### src/rtl/yd_pkg.sv
// Shared Yduck definitions: load/store unit state encoding and the data
// substituted for a load that was aborted by the bus watchdog.
package yd_pkg;

  typedef enum logic [1:0] {
    LSU_IDLE = 2'd0,
    LSU_REQ  = 2'd1,
    LSU_WB   = 2'd2
  } lsu_state_e;

  localparam logic [15:0] LSU_ERR_DATA = 16'hFFFF;

endpackage

### src/rtl/yd_lsu_wdog.sv
// Bus watchdog for yd_lsu: counts REQ cycles without acknowledge and flags
// expiry once TIMEOUT-1 such cycles have elapsed (used with YD_LSU_TIMEOUT_EN).
module yd_lsu_wdog #(
  parameter int TIMEOUT = 255
) (
  input  logic clk,
  input  logic rst_n,
  input  logic clr,
  input  logic en,
  output logic expire
);

  logic [15:0] cnt;

  always_ff @(posedge clk or negedge rst_n) begin
    if (!rst_n) begin
      cnt <= 16'd0;
    end else if (clr) begin
      cnt <= 16'd0;
    end else if (en) begin
      cnt <= cnt + 16'd1;
    end
  end

  assign expire = (cnt == 16'(TIMEOUT - 1));

endmodule

### src/rtl/yd_lsu.sv
// Yduck load/store unit: request/acknowledge data-bus master with load
// write-back to register-file port 1. Optional watchdog: YD_LSU_TIMEOUT_EN.
module yd_lsu
  import yd_pkg::*;
#(
  parameter int TIMEOUT = 255
) (
  input  logic        clk,
  input  logic        rst_n,
  input  logic        ls_req,
  input  logic        ls_we,
  input  logic [3:0]  ls_rd,
  input  logic [15:0] ls_wdata,
  input  logic [15:0] dkd,
  output logic        dsv,
  output logic        bus_req,
  output logic        bus_we,
  output logic [15:0] bus_addr,
  output logic [15:0] bus_wdata,
  input  logic        bus_ack,
  input  logic [15:0] bus_rdata,
  output logic        wb_we,
  output logic [3:0]  wb_addr,
  output logic [15:0] wb_data,
  output logic        ls_err
);

  lsu_state_e  state;
  logic [3:0]  rd_q;
  logic        accept;
  logic        in_req;
  logic        abort;

  if (TIMEOUT < 2 || TIMEOUT > 65535) begin : g_bad_timeout
    $error("yd_lsu: TIMEOUT out of range 2..65535");
  end

  assign in_req = (state == LSU_REQ);
  assign accept = ls_req && (state == LSU_IDLE || state == LSU_WB);
  // Decode stalls from the accept cycle until the bus access leaves REQ.
  assign dsv    = accept || in_req;

`ifdef YD_LSU_TIMEOUT_EN
  logic expire;

  yd_lsu_wdog #(
    .TIMEOUT(TIMEOUT)
  ) u_wdog (
    .clk    (clk),
    .rst_n  (rst_n),
    .clr    (accept),
    .en     (in_req && !bus_ack),
    .expire (expire)
  );

  assign abort = in_req && !bus_ack && expire;

  always_ff @(posedge clk or negedge rst_n) begin
    if (!rst_n) begin
      ls_err <= 1'b0;
    end else begin
      ls_err <= abort;
    end
  end
`else
  assign abort  = 1'b0;
  assign ls_err = 1'b0;
`endif

  // Bus outputs double as the captured address/write-enable/data and are
  // cleared whenever no request is outstanding.
  always_ff @(posedge clk or negedge rst_n) begin
    if (!rst_n) begin
      state     <= LSU_IDLE;
      rd_q      <= 4'd0;
      bus_req   <= 1'b0;
      bus_we    <= 1'b0;
      bus_addr  <= 16'd0;
      bus_wdata <= 16'd0;
      wb_we     <= 1'b0;
      wb_addr   <= 4'd0;
      wb_data   <= 16'd0;
    end else begin
      wb_we   <= 1'b0;
      wb_addr <= 4'd0;
      wb_data <= 16'd0;
      case (state)
        LSU_REQ: begin
          if (bus_ack || abort) begin
            bus_req   <= 1'b0;
            bus_we    <= 1'b0;
            bus_addr  <= 16'd0;
            bus_wdata <= 16'd0;
            if (!bus_we) begin
              state   <= LSU_WB;
              wb_we   <= 1'b1;
              wb_addr <= rd_q;
              wb_data <= bus_ack ? bus_rdata : LSU_ERR_DATA;
            end else begin
              state <= LSU_IDLE;
            end
          end
        end
        default: begin
          if (accept) begin
            state     <= LSU_REQ;
            rd_q      <= ls_rd;
            bus_req   <= 1'b1;
            bus_we    <= ls_we;
            bus_addr  <= dkd;
            bus_wdata <= ls_we ? ls_wdata : 16'd0;
          end else begin
            state <= LSU_IDLE;
          end
        end
      endcase
    end
  end

endmodule

### config.mk
export PLATFORM = sky130hd
export DESIGN_NAME = yd_lsu
export DESIGN_NICKNAME = d
export VERILOG_FILES = /design/src/rtl/yd_pkg.sv /design/src/rtl/yd_lsu_wdog.sv /design/src/rtl/yd_lsu.sv
export SDC_FILE = /design/constraint.sdc
export NUM_CORES = 1
export LEC_CHECK = 0
export BUFFER_PORTS_ARGS = -buffer_cell sky130_fd_sc_hd__buf_2
export CAP_MARGIN = 20
export CORE_UTILIZATION = 49
export CTS_CLUSTER_DIAMETER = 50
export CTS_CLUSTER_SIZE = 30
export DETAILED_ROUTE_END_ITERATION = 10
export PLACE_DENSITY = 0.84
export SKIP_LAST_GASP = 1
export SLEW_MARGIN = 5
export SYNTH_ARGS = -nofsm -noshare
export SYNTH_HDL_FRONTEND = slang
export SYNTH_SLANG_ARGS = --single-unit
### constraint.sdc
create_clock -name clk -period 1.98 [get_ports clk]
set_input_delay 0 -clock clk [delete_from_list [all_inputs] [get_ports clk]]
set_output_delay 0 -clock clk [all_outputs]
set_load 0.005 [all_outputs]
==> run summary, run 1 <==
Status = complete, no violations
Critical Path End Type = output pin
Mean Syn Cell Area = 14.7 sq um
Slowest cell on crit path = dfrtp_1
Final setup fails = 0
Crit-path max FO = 13
PostCTS Resize Cnt = 0
Starting Density = 51.0%
CTS Sinks = 61
CTS Buf Count = 9
Final ANT Viol Nets = 0
Hold/Removal Path Class = in2reg
Layout cells sized above 1 = 49.5%
Core box area = 4720 sq um
IO Pins = 114
Synth unique cells = 27
Final antenna diode count = 0
Post-synth EDFFs = 0
FF+latch count, synth = 61
Largest area contributor in the netlist = dfrtp_1
I/O Buffers = 112
Rows = 25
Filler cell count = 316
Maxcap violations = 0
Congestion Overflow GR = 0
Syn-to-layout area delta = 46.5%
Tmin final = 1.55 ns
Worst-Skew Late Latency = 0.32 ns
RSZ-0062 raised after global routing = no
Top Family by Delay on Critical Path = flip-flops
Post-Syn Area = 2410 sq um
Clock Skew = 0.00816 ns
Synth async-reset ratio = 100%
Hold Vio Cnt, Final = 0
Final-stage net count = 371
Leakage power of the design = 1.92 nW
Die area = 5200 sq um
Vias/cell = 5.06
DRT iter0 DRCs = 150
Design Power = 3.42 mW
Buffers & Inverters on Critical Path = 2
Vias in the first global route = 1954
Crit-path cells = buf_4 -> or2b_1 -> nand2_1 -> buf_2
Total negative slack = 0 ns
Final period utilization = 78.1%
WL/cell = 15.8 microns
Critical path class = reg2out
Worst slew pin tran = 0.647 ns
Hold-fix buffers at CTS = 38
P per Cell Area = 967 nW/um^2
Startpoint types = register
Max layer used = met4
Synth warnings = 0
# Post-CTS Setup Buffers = 0
Relative slew slack = 56.9%
Root buf cell = clkbuf_8
Die Span Y = 72.1 microns
DR WL met2 = 3.23 mm
Data arrival, critical path = 1.55 ns
Sequential area share after synthesis = 63.3%
Ys flop type = dfrtp_1
Largest net degree at the start of global routing = 34
Routed via count = 1952
First-pass GRT wire length = 9.60 mm
Synth Net Count = 221
CTS Buffer Depth = 2
M1 WL = 2.43 mm
Register area = 1530 sq um
DP HPWL = 3.43 mm
Crit-path max cell delay = 0.57 ns
Footprint of the multi-input gates = 732 sq um
Most frequent cells in the layout = buf_2 (112), dfrtp_1 (61), dlygate4sd3_1 (38), and2_1 (20), a32o_1 (16)
Routability congestion estimate = 0.714
GRT Total Usage = 24.9%
Cells after Synth = 164
Metal3 WL = 413 microns
Top post-synthesis cells by area = dfrtp_1 (63%), a32o_1 (6.6%), and2_1 (5.2%)
Max Transition Viols Final = 0
Clk slew on worst S/H paths = 0.07 ns
Initial antenna violation count = 0
Total wire length = 6.10 mm
Fmax = 646 MHz
Residual DRC = 0
Commonest non-fill, non-tap cell in the layout = buf_2
Die W = 72.1 microns
Htree depth = 3
Req. time, crit path = 1.98 ns
Drt pass-1 iters = 4
Synth top area share = 63.3%
CTS tree = yes
Worst VDD drop = 0.622 mV
==> cell usage after synthesis (2+ instances only) <==
library cell	instances
mux2_2	4
and2_1	20
a31o_1	3
o21ai_0	2
buf_4	3
buf_6	7
dfrtp_1	61
and3b_2	7
clkbuf_1	2
a31o_2	14
a32o_1	16
and3b_1	10
==> sequential cells by signal, indices dropped and copies added, names as in the netlist <==
signal / count
bus_addr: 16
wb_addr: 4
state: 2
bus_req: 1
wb_data: 16
bus_we: 1
bus_wdata: 16
wb_we: 1
rd_q: 4
==> where the power goes <==
group | switching [mW] | total (mW) | internal [mW]
logic | 0.301 | 0.699 | 0.398
clock network | 0.460 | 1.16 | 0.704
registers | 0.114 | 1.55 | 1.44
==> final timing paths <==
kind	from	endpoint	slack (ns)	depth (start not counted)
max	state[0]	dsv	0.43	4
min	dkd[13]	bus_addr[13]	0.02	3
max reg2reg	state[0]	bus_wdata[10]	0.45	2
min reg2reg	rd_q[2]	wb_addr[2]	0.50	1
max in group asynchronous	rst_n	wb_data[6]	1.43	3
min in group asynchronous	rst_n	bus_addr[13]	0.25	3
==> metal layers <==
layer  GRT usage [%]  vias to the layer above
li1                -                      895
met1            29.4                      962
met2            43.6                       91
met3            7.08                        4
met4            8.50                        0
met5               0                        -
==> worst reg2reg max path: stages (launching register included) <==
cell	delay (ns)
dfrtp_1	0.52
and3b_1	0.70
a32o_1	0.25
==> cell families after synthesis <==
group                  count (synthesis)  synth area share [%]
AO/OA/AOI/OAI                         36                  13.6
buffers and inverters                 17                  6.28
flip-flops                            61                  63.3
multiplexers                           4                  1.87
other                                  1                 0.156
AND/OR/NAND/NOR                       45                  14.8
==> per-stage QoR <==
step	instance area (sq um)	utilization (%)	instances	worst slack, ns	hold slack [ns]
after floorplan	2410	-	164	0.787	-0.296
after global placement	2940	62.3	332	0.605	0.0455
after detailed placement	2940	62.3	332	0.519	0.0408
after CTS	3530	74.8	386	0.421	0.0120
after global routing	3530	74.8	386	0.343	0.0109
final	3530	74.8	386	0.433	0.0236
==> area by class of cell <==
cell class	count	share of cell area (%)
sequential	61	43.2
timing repair buffer	155	27.7
multi-input combinational	86	20.7
clock buffer	11	3.72
tap	67	2.37
clock inverter	5	2.13
inverter	1	0.106
(Power assumes the default switching activity.)
==> run 2: changes to the inputs <==
--- a/config.mk
+++ b/config.mk
@@ -7,11 +7,11 @@
 export LEC_CHECK = 0
 export BUFFER_PORTS_ARGS = -buffer_cell sky130_fd_sc_hd__buf_2
 export CAP_MARGIN = 20
-export CORE_UTILIZATION = 49
+export CORE_UTILIZATION = 46
 export CTS_CLUSTER_DIAMETER = 50
 export CTS_CLUSTER_SIZE = 30
 export DETAILED_ROUTE_END_ITERATION = 10
-export PLACE_DENSITY = 0.84
+export PLACE_DENSITY = 0.79
 export SKIP_LAST_GASP = 1
 export SLEW_MARGIN = 5
 export SYNTH_ARGS = -nofsm -noshare
==> constraint.sdc (replaced) <==
create_clock -name clk -period 1.5 [get_ports clk]
set_input_delay 0 -clock clk [delete_from_list [all_inputs] [get_ports clk]]
set_output_delay 0 -clock clk [all_outputs]
set_load 0.005 [all_outputs]
==> run 2 against run 1 <==
Compared with the run above:
- combinational power up 32%
- critical path depth down 2
- sequential share of layout area down 0.21 points
- register-to-register slack worse by 0.35 ns
- final area up 0.57%
- clock skew down 0.0020 ns
- via count down 1.4%
- wire length down 4.9%
- die area up 6.3%
==> run summary, run 2 (synthesized netlist as in run 1, its figures left out) <==
Status = complete, no violations
WL/cell = 15.1 microns
M1 WL = 2.41 mm
Data arrival, critical path = 1.66 ns
Critical Path End Type = register
Max Transition Viols Final = 0
Rows = 25
Register area = 1530 sq um
Slowest cell on crit path = and3b_1
Die area = 5530 sq um
Initial antenna violation count = 0
Die W = 74.4 microns
Most frequent cells in the layout = buf_2 (112), dfrtp_1 (60), dlygate4sd3_1 (38), and2_1 (20), a32o_1 (16)
Setup ws final = 0.0985 ns
Residual DRC = 0
Largest net degree at the start of global routing = 62
Crit-path max cell delay = 0.64 ns
Req. time, crit path = 1.76 ns
Clk slew on worst S/H paths = 0.07 ns
DP HPWL = 3.31 mm
Vias/cell = 5.00
IO Pins = 114
Final ANT Viol Nets = 0
Layout cells sized above 1 = 50.3%
Clock Skew = 0.00619 ns
CTS Buf Count = 9
Final Non-Filler Cells = 385
FF-to-FF path depth = 2
Placed cells = 332
Final setup fails = 0
Root buf cell = clkbuf_8
DRT iter0 DRCs = 88
Total negative slack = 0 ns
GRT Total Usage = 21.4%
Final antenna diode count = 0
Routability congestion estimate = 0.786
DR WL met2 = 2.96 mm
Syn-to-layout area delta = 47.4%
Crit-path max FO = 17
CTS tree = yes
I/O Buffers = 112
Hold Crit Depth = 3
Crit-path cells = and3b_1 -> a32o_1
Relative slew slack = 58.1%
Filler cell count = 353
Startpoint types = register
Metal3 WL = 349 microns
Regs by FF count = bus_addr (16), bus_wdata (16), wb_data (16)
Maxcap violations = 0
Core box area = 4880 sq um
Crit Reg-Reg Endpoint = bus_wdata[6]
Hold Path End = bus_addr[12]
Die Span Y = 74.4 microns
CTS Buffer Depth = 2
CTS Sinks = 61
Hold Vio Cnt, Final = 0
First-pass GRT wire length = 8.65 mm
Worst R2R Setup Slack = 0.1 ns
Critical path class = reg2reg
Commonest non-fill, non-tap cell in the layout = buf_2
Worst hold margin = 0.0119 ns
Hold/Removal Path Class = in2reg
Routed via count = 1924
Pre-CTS setup slack = 0.106 ns
Max layer used = met4
Congestion Overflow GR = 0
Final-stage net count = 371
Worst-Skew Late Latency = 0.32 ns
Leakage power of the design = 1.93 nW
Total wire length = 5.80 mm
Fmax = 713 MHz
# Post-CTS Setup Buffers = 0
Worst slew pin tran = 0.629 ns
Footprint of the multi-input gates = 732 sq um
Tmin final = 1.40 ns
Worst VDD drop = 0.795 mV
Starting Density = 49.4%
Htree depth = 3
Vias in the first global route = 1930
P per Cell Area = 1280 nW/um^2
RSZ-0062 raised after global routing = no
R2R Path Start = state[0]
HP Start = dkd[12]
Final period utilization = 93.4%
Drt pass-1 iters = 4
## run 2: worst max path at each step
stage                     startpoint  depth (start not counted)  slack [ns]            end
final                       state[0]                          2         0.1   bus_wdata[6]
after global routing        state[0]                          2        0.03  bus_wdata[13]
after CTS                   state[0]                          4        0.03            dsv
after detailed placement    state[0]                          2        0.11  bus_wdata[15]
after global placement      state[0]                          2        0.16  bus_wdata[10]
after floorplan             state[0]                          4        0.31    bus_addr[2]
## run 2: repair_timing
| action | 4_1_cts | 5_1_grt |
|---|---|---|
| hold buffers | 38 | 0 |
| gates resized for setup | 0 | 1 |
| endpoints found under the setup margin | 0 | 2 |
| hold endpoints to repair | 99 | 0 |
## run 2: cell type report
| type | count | area share, % |
|---|---|---|
| flip-flops and latches | 61 | 43.0 |
| well taps | 67 | 2.36 |
| clock buffers | 10 | 3.88 |
| repair buffers | 155 | 27.9 |
| inverters | 1 | 0.106 |
| clock inverters | 5 | 2.11 |
| multi-input cells | 86 | 20.6 |
## run 2: worst max-delay path, delay by kind of cell (launching register included)
kind / cells / cell delay [ns]
AOI/OAI and AO/OA: 1 / 0.24
DFF: 1 / 0.46
and+or+nand+nor: 1 / 0.64
## run 2: power by group
group / internal [mW] / total, mW / switching, mW / leakage (nW)
combinational: 0.533 / 0.921 / 0.388 / 1.02
sequential: 1.90 / 2.04 / 0.140 / 0.798
clock: 0.963 / 1.58 / 0.612 / 0.112
## run 2: metal layers
layer	track usage, %	vias up
met1	24.5	947
li1	-	892
met4	9.43	0
met3	6.10	10
met5	0	-
met2	37.2	75
## run 2: through the flow
step                      util [%]  total power [mW]  instance area, sq um
after floorplan                  -              2.54                  2410
after global placement        60.6              2.88                  2960
after detailed placement      60.6              2.91                  2960
after CTS                     72.7              4.56                  3550
after global routing          72.8              4.76                  3550
final                         72.8              4.54                  3550
==> run 3: changes to the inputs <==
--- a/config.mk
+++ b/config.mk
@@ -11,7 +11,7 @@
 export CTS_CLUSTER_DIAMETER = 50
 export CTS_CLUSTER_SIZE = 30
 export DETAILED_ROUTE_END_ITERATION = 10
-export PLACE_DENSITY = 0.79
+export PLACE_DENSITY = 0.84
 export SKIP_LAST_GASP = 1
 export SLEW_MARGIN = 5
 export SYNTH_ARGS = -nofsm -noshare
==> run 3 against run 2 <==
Compared with the run above:
- wire length is 2.9% higher
- maximum frequency is 0.51% higher
- via count is 1.4% higher
- power is 1.6% lower
- worst hold slack better by 0.0091 ns
- largest power group unchanged
==> run summary, run 3 (synthesized netlist as in run 1, its figures left out) <==
Root buf cell = clkbuf_8
CTS tree = yes
Crit Reg-Reg Endpoint = bus_wdata[5]
Filler cell count = 343
Total wire length = 5.97 mm
Rows = 25
Worst-Skew Late Latency = 0.32 ns
WL/cell = 15.5 microns
Regs by FF count = bus_addr (16), bus_wdata (16), wb_data (16)
Routability congestion estimate = 0.783
Residual DRC = 0
Total negative slack = 0 ns
Final Cell Area = 3540 sq um
Crit-path max cell delay = 0.64 ns
Worst Setup EP = bus_wdata[5]
Die W = 74.4 microns
CTS Sinks = 61
Status = complete, no violations
Hold/Removal Path Class = in2reg
Starting Density = 49.4%
DP Area = 2950 sq um
RSZ-0062 raised after global routing = no
FF-to-FF path depth = 2
Vias in the first global route = 1922
Final Non-Filler Cells = 385
Layout cells sized above 1 = 50.0%
Max Transition Viols Final = 0
Top Family by Delay on Critical Path = simple AND/OR/NAND/NOR gates
Design Power = 4.47 mW
Crit-path cells = and3b_1 -> a32o_1
GRT Total Usage = 22.8%
Hold Vio Cnt, Final = 0
Relative slew slack = 59.3%
Commonest non-fill, non-tap cell in the layout = buf_2
Worst slew pin tran = 0.610 ns
Final-stage net count = 370
Worst R2R Setup Slack = 0.11 ns
Vias/cell = 5.06
Fmax = 717 MHz
CTS Buffer Depth = 2
Worst hold margin = 0.0209 ns
PostCTS Resize Cnt = 0
Final ANT Viol Nets = 0
Data arrival, critical path = 1.65 ns
Crit-path max FO = 17
Clock Skew = 0.00309 ns
Initial antenna violation count = 0
Drt pass-1 iters = 4
DP HPWL = 3.37 mm
IO Pins = 114
Final antenna diode count = 0
Final period utilization = 93.0%
Slowest cell on crit path = and3b_1
Syn-to-layout area delta = 46.9%
P per Cell Area = 1260 nW/um^2
DRT iter0 DRCs = 67
Req. time, crit path = 1.76 ns
Critical Path Start = state[0]
Buffers & Inverters on Critical Path = 0
Core box area = 4880 sq um
Worst VDD drop = 0.916 mV
Leakage power of the design = 1.93 nW
Critical path class = reg2reg
Htree depth = 3
Most frequent cells in the layout = buf_2 (112), dfrtp_1 (61), dlygate4sd3_1 (38), and2_1 (20), a32o_1 (16)
Die Span Y = 74.4 microns
Startpoint types = register
Placed cells = 331
Congestion Overflow GR = 0
Maxcap violations = 0
R2R Path Start = state[0]
I/O Buffers = 112
CTS Buf Count = 9
Critical Path End Type = register
Number of cells on the critical path = 2
Final setup fails = 0
Largest net degree at the start of global routing = 62
Routed via count = 1950
First-pass GRT wire length = 9.17 mm
Clk slew on worst S/H paths = 0.06 ns
Die area = 5530 sq um
Tmin final = 1.39 ns
## run 3: changes by cell type in the layout (fill, tap and decap cells not counted), sizes merged
cell / previous run / this run
clkbuf: 10 / 12
buf: 117 / 116
bufinv: 2 / 1
## run 3: worst reg2reg max path: stages, from the launching register on
cell     delay [ns]
dfrtp_1        0.47
and3b_1        0.64
a32o_1         0.22
## run 3: power breakdown
| group | switching, mW | total (mW) | internal (mW) |
|---|---|---|---|
| logic | 0.395 | 0.922 | 0.527 |
| clock network | 0.606 | 1.50 | 0.895 |
| registers | 0.144 | 2.04 | 1.90 |
## run 3: layout make-up
cell class | count | area [sq um] | share of cell area (%)
inverters | 1 | 3.75 | 0.106
repair buffers | 154 | 983 | 27.8
flip-flops and latches | 61 | 1530 | 43.1
clock buffers | 12 | 165 | 4.67
clock inverters | 4 | 45.0 | 1.27
multi-input cells | 86 | 732 | 20.7
well taps | 67 | 83.8 | 2.37
## run 3: per-layer routing
metal	track usage [%]	vias up	part of all wire (%)
met2	35.3	87	49
li1	-	890	-
met4	11.3	0	1.8
met1	27.9	963	42
met3	8.67	10	7.7
met5	0	-	0
## run 3: worst min path at each step
stage	slack, ns	depth (start not counted)	startpoint	end
5_1_grt	0.01	3	dkd[3]	bus_addr[3]
3_3_place_gp	0.03	2	rst_n	wb_data[14]
3_5_place_dp	0.03	2	rst_n	rd_q[2]
4_1_cts	0.009	3	dkd[15]	bus_addr[15]
2_1_floorplan	-0.30	0	rst_n	bus_addr[0]
6_report	0.02	3	dkd[15]	bus_addr[15]
## run 3: timing repair
item                                   in CTS  in global routing
endpoints found under the hold margin      99                  0
setup buffers                               0                  0
hold buffers                               38                  0
## run 3: stage by stage
| stage | utilization [%] | setup slack, ns |
|---|---|---|
| 2_1_floorplan | - | 0.307 |
| 3_3_place_gp | 60.4 | 0.176 |
| 3_5_place_dp | 60.4 | 0.111 |
| 4_1_cts | 72.5 | 0.105 |
| 5_1_grt | 72.5 | 0.00644 |
| 6_report | 72.5 | 0.106 |
